**src/rtl/shift_reg_univ.sv**
```systemverilog
// ============================================================================
// Module   : shift_reg_univ
// Purpose  : Parametrised universal shift register with shift/rotate in both
//            directions, parallel load, clear, and a frame counter.
// Revision : 1.0 - initial release
// ============================================================================
`default_nettype none

module shift_reg_univ #(
  parameter int STAGES = 6,
  parameter int DW     = 1,
  parameter int CW     = $clog2(STAGES)
) (
  input  logic                 clk,
  input  logic                 rst,
  input  logic                 en,
  input  logic [2:0]           mode,
  input  logic [DW-1:0]        x_up,
  input  logic [DW-1:0]        x_dn,
  input  logic [STAGES*DW-1:0] pin,
  output logic [STAGES*DW-1:0] y,
  output logic [DW-1:0]        sout_up,
  output logic [DW-1:0]        sout_dn,
  output logic [CW-1:0]        count,
  output logic                 frame_done
);

  localparam logic [2:0] c_hold     = 3'b000;
  localparam logic [2:0] c_shift_up = 3'b001;
  localparam logic [2:0] c_shift_dn = 3'b010;
  localparam logic [2:0] c_rot_up   = 3'b011;
  localparam logic [2:0] c_rot_dn   = 3'b100;
  localparam logic [2:0] c_load     = 3'b101;
  localparam logic [2:0] c_clear    = 3'b110;

  localparam logic [CW-1:0] c_last = CW'(STAGES - 1);
  localparam int            c_top  = STAGES * DW;

  logic [c_top-1:0] r_y;
  logic [CW-1:0]    r_count;
  logic             r_frame_done;
  logic [c_top-1:0] w_next;
  logic             w_is_shift;
  logic             w_is_reload;

  // Stage 0 sits in the least-significant lane, so "up" is a left shift.
  always_comb begin
    w_next = r_y;
    case (mode)
      c_shift_up: w_next = {r_y[c_top-DW-1:0], x_up};
      c_shift_dn: w_next = {x_dn, r_y[c_top-1:DW]};
      c_rot_up:   w_next = {r_y[c_top-DW-1:0], r_y[c_top-1 -: DW]};
      c_rot_dn:   w_next = {r_y[DW-1:0], r_y[c_top-1:DW]};
      c_load:     w_next = pin;
      c_clear:    w_next = '0;
      default:    w_next = r_y;
    endcase
  end

  assign w_is_shift  = (mode == c_shift_up) || (mode == c_shift_dn) ||
                       (mode == c_rot_up)   || (mode == c_rot_dn);
  assign w_is_reload = (mode == c_load) || (mode == c_clear);

  always_ff @(posedge clk) begin
    if (rst) begin
      r_y          <= '0;
      r_count      <= '0;
      r_frame_done <= 1'b0;
    end else if (!en) begin
      r_frame_done <= 1'b0;
    end else begin
      r_y          <= w_next;
      r_frame_done <= 1'b0;
      if (w_is_shift) begin
        // Explicit wrap compare so non-power-of-two STAGES wrap correctly.
        if (r_count == c_last) begin
          r_count      <= '0;
          r_frame_done <= 1'b1;
        end else begin
          r_count <= r_count + 1'b1;
        end
      end else if (w_is_reload) begin
        r_count <= '0;
      end
    end
  end

  assign y          = r_y;
  assign sout_up    = r_y[c_top-1 -: DW];
  assign sout_dn    = r_y[DW-1:0];
  assign count      = r_count;
  assign frame_done = r_frame_done;

  // Mode value kept for readability of the encoding table above.
  logic w_unused_hold;
  assign w_unused_hold = (c_hold == 3'b000);

endmodule

`default_nettype wire

```
**config.mk**
```make
export PLATFORM = sky130hd
export DESIGN_NAME = shift_reg_univ
export DESIGN_NICKNAME = d
export VERILOG_FILES = /design/src/rtl/shift_reg_univ.sv
export SDC_FILE = /design/constraint.sdc
export NUM_CORES = 1
export LEC_CHECK = 0
export BUFFER_PORTS_ARGS = -buffer_cell sky130_fd_sc_hd__buf_2
export CAP_MARGIN = 15
export CORE_MARGIN = 2
export CORE_UTILIZATION = 49
export CTS_CLUSTER_SIZE = 20
export DETAILED_ROUTE_END_ITERATION = 7
export PLACE_DENSITY = 0.81
export SKIP_LAST_GASP = 1
export SLEW_MARGIN = 15
export SYNTH_ARGS = -nofsm -noshare
export SYNTH_HDL_FRONTEND = slang
export SYNTH_SLANG_ARGS = --single-unit
```
**constraint.sdc**
```tcl
create_clock -name clk -period 2.26 [get_ports clk]
set_input_delay 0.226 -clock clk [delete_from_list [all_inputs] [get_ports clk]]
set_output_delay 0.226 -clock clk [all_outputs]
set_load 0.01 [all_outputs]
```
==> impl_summary.txt, run 1 <==
----------------------------------------------------
[Logic synthesis]
  Number of distinct library cells after synthesis ... 30
  Synthesized flop and latch total ... 10
  Post-Syn Nets ... 90
  Area share of the leading cell type in the synthesized netlist ... 30.5%
  Library cell occupying the most area in the post-synthesis netlist ... sky130_fd_sc_hd__dfxtp_1
  Ys async rst share ... 0%
  Predominant post-synthesis flop cell ... sky130_fd_sc_hd__dfxtp_1
  Top cells by area, synth ... sky130_fd_sc_hd__dfxtp_1, sky130_fd_sc_hd__o21ai_0, sky130_fd_sc_hd__a311oi_1
  Count of warnings emitted by yosys ... 0
  Mean Syn Cell Area ... 8.63 µm²
  Sequential cell area fraction in the yosys report ... 30.5%
  Cells after synthesis ... 76
  Number of synthesized flops with an enable pin ... 0
  Post-synthesis instance area ... 656 µm²

[Setup path]
  CP arrival ... 910 ps
  WP buf/inv ... 1
  Critical path endpoint ... count[0]
  Kind of end point of the critical path ... output pin
  Critical Setup Path Class ... flip-flop to output pin
  Delay of the slowest cell on the worst path ... 470 ps
  Reg2Reg Capture Point ... count[0]
  Startpoint types ... flip-flop
  First element of the critical path ... count[0]
  Max Fanout on Critical Path ... 8
  Sequence of cells on the critical path ... buf_2
  CP top delay family ... flip-flops
  Depth of the critical timing path with buffers and inverters included ... 1
  Cell type of the slowest stage on the worst timing path ... sky130_fd_sc_hd__dfxtp_1
  Worst path required time ... 2030 ps
  Register-to-Register Setup Slack ... 1220 ps
  Depth of the worst register-to-register path ... 3
  Critical R2R Launch ... count[0]

[Cells and area]
  Area growth from synthesis to layout ... 17.9%
  Post-Layout Cell Count ... 112
  Final-layout fill cell count ... 113
  Leading cell types in the layout, fill and taps excluded ... sky130_fd_sc_hd__buf_2, sky130_fd_sc_hd__dfxtp_1, sky130_fd_sc_hd__nor2_1
  Most common cell after layout, fill and taps aside ... sky130_fd_sc_hd__buf_2
  Area occupied by multi-input gates ... 393 µm²
  Antenna Cells ... 0
  Sequential Area ... 200 µm²
  Share of final-layout standard cells stronger than drive strength 1 ... 36.1%
  Fin nets ... 112

[Global routing]
  Global-route wire length before repair ... 2250 µm
  Vias in the first global route ... 509
  Global-route usage over all layers ... 20.5%
  Global route total overflow ... 0
  Pin count of the biggest net entering global routing ... 17
  Antenna violations before repair ... 0

[Clocking]
  Number of hold buffers added after cts ... 0
  CTS resizes ... 0
  Clock transition at the registers of the reported paths ... 70 ps
  Clk sinks ... 10
  Insertion delay to the later sink of the worst-skew pair ... 260 ps
  Root cell of the clock tree ... sky130_fd_sc_hd__clkbuf_4
  Post-CTS repair timing setup buffer count ... 0
  H-tree lvl count ... 1
  TritonCTS clock tree ... done
  Clock buffer depth ... 2
  Number of buffers created by CTS ... 3

[STA]
  Final total negative setup slack ... 0 ps
  Shortest clock period the worst path allows after layout ... 1140 ps
  Final Hold Violating Endpoints ... 0
  Relative slew slack ... 80.0%
  Max-slew violations ... 0
  Final setup skew ... 2.52 ps
  RSZ-0062 raised after global routing ... false
  Fin crit share ... 50.4%
  Count of final setup violators ... 0
  Actual slew at the worst max-slew pin ... 301 ps
  Max Fclk ... 878 MHz

[Place]
  Routability congestion estimate from global placement ... 0.749
  Port-buffer cells ... 25
  Number of placed instances, taps included ... 108
  Final HPWL from detailed placement ... 1080 µm

[Detailed routing]
  1st-pass router iterations ... 4
  Via Count ... 636
  WL per Instance ... 12.8 µm
  Remaining antenna violation count ... 0
  Initial DRC count ... 20
  Routed wire length ... 1440 µm
  DRC violation count after routing ... 0
  Vias per inst ... 5.68

[Power]
  Internal Dissipation ... 0.000327 W
  Share of power burned in combinational logic ... 20.8%
  Switching component of the power ... 0.000129 W
  Power per Cell Area ... 590 mW/mm²
  Static leakage ... 0.323 nW
  Switching Fraction ... 28.3%
  Largest vdd supply drop ... 0.392 mV
  Power share of the clock group ... 35.5%
  Sequential group share of total power ... 43.7%

[Hold path]
  Classification of the worst-slack hold path ... input pin to flip-flop

[Floorplan]
  Number of top-level design ports ... 26
  Full die area ... 0.00165 mm²
  Die Y-Extent ... 40.6 µm
  Core Region ... 0.00127 mm²
  Cell Rows ... 13
  Die span in x ... 40.6 µm
  Initial standard-cell utilization of the core ... 51.7%

[Outcome]
  Run status ... completed

[Run]
  Reported max-cap violation count ... 0

----------------------------------------------------
power by group through the flow:
stage | combinational [W] | sequential, W | clock (W)
floorplan | 0.0000668 | 0.000206 | 0
global placement | 0.0000936 | 0.000203 | 0
detailed placement | 0.0000943 | 0.000204 | 0
CTS | 0.0000949 | 0.000200 | 0.000165
global route | 0.000107 | 0.000202 | 0.000175
finish | 0.0000949 | 0.000199 | 0.000162
worst min path at each step:
stage | slack (ps) | cells past startpoint | startpoint | end
6_report | 250 | 2 | rst | y[5]
5_1_grt | 250 | 2 | rst | y[4]
4_1_cts | 250 | 2 | rst | y[4]
3_5_place_dp | 510 | 1 | count[2] | count[2]
3_3_place_gp | 480 | 1 | count[2] | count[2]
2_1_floorplan | 330 | 1 | en | y[1]
synthesized netlist by cell type, types with 2 or more instances:
cell type	n
sky130_fd_sc_hd__a21oi_2	2
sky130_fd_sc_hd__nand2_1	3
sky130_fd_sc_hd__nor2_1	9
sky130_fd_sc_hd__nand2b_1	4
sky130_fd_sc_hd__nand3_1	3
sky130_fd_sc_hd__buf_2	2
sky130_fd_sc_hd__nor3b_1	2
sky130_fd_sc_hd__buf_6	3
sky130_fd_sc_hd__dfxtp_1	10
sky130_fd_sc_hd__nor2b_1	3
sky130_fd_sc_hd__a211oi_1	2
sky130_fd_sc_hd__o221ai_1	4
sky130_fd_sc_hd__o21ai_0	8
sky130_fd_sc_hd__a311oi_1	4
sky130_fd_sc_hd__buf_4	2
layer usage:
metal  wire (µm)  vias to the layer above  track usage [%]
met5           0                        -                0
met4          10                        0             7.50
met3          95                        2             5.00
met2         665                       21             31.3
met1         664                      285             27.4
li1            -                      328                -
sequential cells by signal (all words and copies together) (netlist names):
name        cells
count           3
y               6
frame_done      1
metrics by stage:
step	hold slack (ps)	utilization (%)	worst slack (ps)	power, W	cell area (µm²)
after CTS	249	60.9	1120	0.000459	773
after detailed placement	508	58.1	899	0.000298	737
after global routing	253	60.9	1050	0.000483	773
final	250	60.9	1120	0.000456	773
after floorplan	335	-	1140	0.000273	656
after global placement	479	58.1	921	0.000297	737
cell families (layout without fill, tap and decap cells):
family	after synthesis	in the layout	synth area share (%)
AO/OA/AOI/OAI	29	29	34.7
AND/OR/NAND/NOR	28	28	23.7
flip-flops	10	10	30.5
buffers and inverters	8	29	9.54
multiplexers	1	1	1.53
cell type report:
class | instances | share of cell area [%]
multi-input combinational | 58 | 50.8
clock buffer | 4 | 4.69
timing repair buffer | 25 | 16.2
tap | 15 | 2.43
sequential | 10 | 25.9
Power figures use the tool's default switching activity.
==> run 2: changes to the inputs <==
--- a/config.mk
+++ b/config.mk
@@ -5,13 +5,14 @@
 export SDC_FILE = /design/constraint.sdc
 export NUM_CORES = 1
 export LEC_CHECK = 0
+export ABC_AREA = 1
 export BUFFER_PORTS_ARGS = -buffer_cell sky130_fd_sc_hd__buf_2
 export CAP_MARGIN = 15
 export CORE_MARGIN = 2
-export CORE_UTILIZATION = 49
+export CORE_UTILIZATION = 41
 export CTS_CLUSTER_SIZE = 20
 export DETAILED_ROUTE_END_ITERATION = 7
-export PLACE_DENSITY = 0.81
+export PLACE_DENSITY = 0.73
 export SKIP_LAST_GASP = 1
 export SLEW_MARGIN = 15
 export SYNTH_ARGS = -nofsm -noshare
==> constraint.sdc (replaced) <==
create_clock -name clk -period 0.9 [get_ports clk]
set_input_delay 0.09 -clock clk [delete_from_list [all_inputs] [get_ports clk]]
set_output_delay 0.09 -clock clk [all_outputs]
set_load 0.01 [all_outputs]
==> impl_summary.txt, run 2 <==
----------------------------------------------------
[Floorplan]
  Die span in x ... 42.8 µm (+5.5%)
  Full die area ... 0.00183 mm² (+11%)
  Initial standard-cell utilization of the core ... 42.5% (-9.2 points)
  Core Region ... 0.00145 mm² (+15%)
  Die Y-Extent ... 42.8 µm (+5.5%)
  Number of top-level design ports ... 26 (unchanged)
  Cell Rows ... 14 (+1)

[Global routing]
  Global-route wire length before repair ... 2380 µm (+5.8%)
  Antenna violations before repair ... 0 (unchanged)
  Pin count of the biggest net entering global routing ... 10 (-7)
  Global-route usage over all layers ... 17.2% (-3.3 points)
  Vias in the first global route ... 590 (+16%)
  Global route total overflow ... 0 (unchanged)

[Setup path]
  Depth of the critical timing path with buffers and inverters included ... 4 (+3)
  CP top delay family ... flip-flops
  Reg2Reg Capture Point ... count[1]
  Sequence of cells on the critical path ... inv_1 -> o21ai_0 -> nand3_1 -> a21oi_1
  Kind of end point of the critical path ... flip-flop
  Startpoint types ... flip-flop
  Max Fanout on Critical Path ... 6 (-2)
  Delay of the slowest cell on the worst path ... 380 ps (-90 ps)
  Critical Setup Path Class ... flip-flop to flip-flop
  Cell type of the slowest stage on the worst timing path ... sky130_fd_sc_hd__dfxtp_2
  Critical R2R Launch ... count[0]
  Depth of the worst register-to-register path ... 4 (+1)
  CP arrival ... 1100 ps (+190 ps)
  Register-to-Register Setup Slack ... -4 ps (-1220 ps)
  WP buf/inv ... 1 (unchanged)
  Worst path required time ... 1100 ps (-930 ps)

[STA]
  Final total negative setup slack ... -3.63 ps (-3.63 ps)
  RSZ-0062 raised after global routing ... true
  Relative slew slack ... 79.3% (-0.70 points)
  Final setup skew ... 2.13 ps (-0.386 ps)
  Final Hold Violating Endpoints ... 0 (unchanged)
  Actual slew at the worst max-slew pin ... 309 ps (+8.36 ps)
  Count of final setup violators ... 1 (+1)
  Shortest clock period the worst path allows after layout ... 904 ps
  Final worst setup slack ... -3.63 ps (-1120 ps)
  Worst hold margin ... 12.2 ps (-238 ps)
  Fin crit share ... 100%
  Max Fclk ... 1110 MHz
  Max-slew violations ... 0 (unchanged)

[Clocking]
  Clock buffer depth ... 2 (unchanged)
  Clock transition at the registers of the reported paths ... 70 ps (about the same)
  Number of buffers created by CTS ... 3 (unchanged)
  Number of hold buffers added after cts ... 0 (unchanged)
  TritonCTS clock tree ... done
  Clk sinks ... 10 (unchanged)
  Root cell of the clock tree ... sky130_fd_sc_hd__clkbuf_4
  H-tree lvl count ... 1 (unchanged)
  Insertion delay to the later sink of the worst-skew pair ... 270 ps (about the same)

[Cells and area]
  Area growth from synthesis to layout ... 32.2%
  Post-Layout Cell Count ... 140 (+25%)
  Most common cell after layout, fill and taps aside ... sky130_fd_sc_hd__buf_2
  Largest register FFs ... 6 (unchanged)
  Final-layout fill cell count ... 161 (+42%)
  Leading cell types in the layout, fill and taps excluded ... sky130_fd_sc_hd__buf_2, sky130_fd_sc_hd__nand2_1, sky130_fd_sc_hd__inv_1
  Antenna Cells ... 0 (unchanged)
  Share of final-layout standard cells stronger than drive strength 1 ... 39.5% (+3.4 points)
  Fin nets ... 139 (+24%)

[Detailed routing]
  DRC violation count after routing ... 0 (unchanged)
  Initial DRC count ... 24 (+20%)
  Remaining antenna violation count ... 0 (unchanged)
  WL per Instance ... 10.6 µm (-17%)
  Vias per inst ... 5.06 (-11%)
  Via Count ... 708 (+11%)
  1st-pass router iterations ... 3 (-1)
  Routed wire length ... 1490 µm (+3.5%)

[Hold path]
  Worst Min Path Start ... rst
  Sink of the worst hold path ... y[0]
  Worst hold path cell count ... 2 (unchanged)
  Classification of the worst-slack hold path ... input pin to flip-flop

[Place]
  Routability congestion estimate from global placement ... 0.841 (+12%)
  Final HPWL from detailed placement ... 1130 µm (+5.0%)
  Port-buffer cells ... 25 (unchanged)
  Number of placed instances, taps included ... 136 (+26%)

[Logic synthesis]
  Post-Syn Nets ... 110 (+22%)
  Sequential cell area fraction in the yosys report ... 32.4% (+1.9 points)
  Number of distinct library cells after synthesis ... 21 (-30%)
  Library cell with the highest instance count after synthesis ... sky130_fd_sc_hd__nand2_1
  Mean Syn Cell Area ... 6.44 µm² (-25%)
  Ys async rst share ... 0% (unchanged)
  Post-synthesis instance area ... 618 µm² (-5.7%)
  Count of warnings emitted by yosys ... 0 (unchanged)
  Library cell occupying the most area in the post-synthesis netlist ... sky130_fd_sc_hd__dfxtp_1
  Top cells by area, synth ... sky130_fd_sc_hd__dfxtp_1, sky130_fd_sc_hd__nand2_1, sky130_fd_sc_hd__inv_1
  Number of synthesized flops with an enable pin ... 0 (unchanged)
  Most frequent cells after synthesis ... sky130_fd_sc_hd__nand2_1, sky130_fd_sc_hd__inv_1, sky130_fd_sc_hd__dfxtp_1
  Predominant post-synthesis flop cell ... sky130_fd_sc_hd__dfxtp_1
  Cells after synthesis ... 96 (+26%)
  Synthesized flop and latch total ... 10 (unchanged)
  Area share of the leading cell type in the synthesized netlist ... 32.4% (+1.9 points)

[Run]
  Reported max-cap violation count ... 0 (unchanged)

[Power]
  Power per Cell Area ... 1420 mW/mm² (+140%)
  Static leakage ... 0.422 nW (+31%)
  Post-layout total power ... 0.00116 W (+150%)
  Largest vdd supply drop ... 0.973 mV (+150%)

[Outcome]
  Run status ... finished, violations left
  Failing checks ... negative setup slack

----------------------------------------------------
==> run 2: area by class of cell <==
class                      instances  area [µm²]  area share [%]
sequential                        10         213            26.0
timing repair buffer              27         153            18.7
multi-input combinational         68         339            41.5
clock buffer                       4        36.3            4.44
inverter                          15        56.3            6.89
tap                               16        20.0            2.45
==> run 2: timing repair <==
action,CTS,global route
pin swaps,0,3
setup buffers,0,1
resized for setup,6,6
hold endpoints to repair,0,0
setup endpoints to repair,8,8
==> run 2: logic make-up (layout without fill, tap and decap cells) <==
family                 Yosys count  count (layout)  synth area share (%)
AND/OR/NAND/NOR                 44              44                  32.8
AO/OA/AOI/OAI                   24              24                  21.5
buffers and inverters           18              46                  13.4
flip-flops                      10              10                  32.4
==> run 2: power by group <==
part | internal [W] | switching, W
clock network | 0.000246 | 0.000167
logic | 0.000107 | 0.000145
registers | 0.000471 | 0.0000266
==> run 2: worst max-delay path by stage <==
stage                        start        to  slack [ps]
after floorplan           count[0]  count[2]          20
after global placement     mode[1]  count[2]         -90
after detailed placement   mode[1]      y[4]        -110
after CTS                     y[2]      y[2]          10
after global routing          y[5]      y[0]         -40
final                     count[0]  count[1]          -4
==> run 2: metrics by stage <==
stage / worst slack (ps) / area, µm² / util [%]
2_1_floorplan: 15.2 / 618 / -
4_1_cts: 11.8 / 798 / 54.9
3_5_place_dp: -111 / 752 / 51.7
6_report: -3.63 / 817 / 56.2
5_1_grt: -44.1 / 817 / 56.2
3_3_place_gp: -87.2 / 752 / 51.7
==> run 2: routing by layer <==
metal | part of all wire (%) | GRT usage, %
met3 | 4.5 | 2.55
met4 | 2.6 | 12.5
met1 | 48 | 22.5
met5 | 0 | 0
met2 | 45 | 25.5
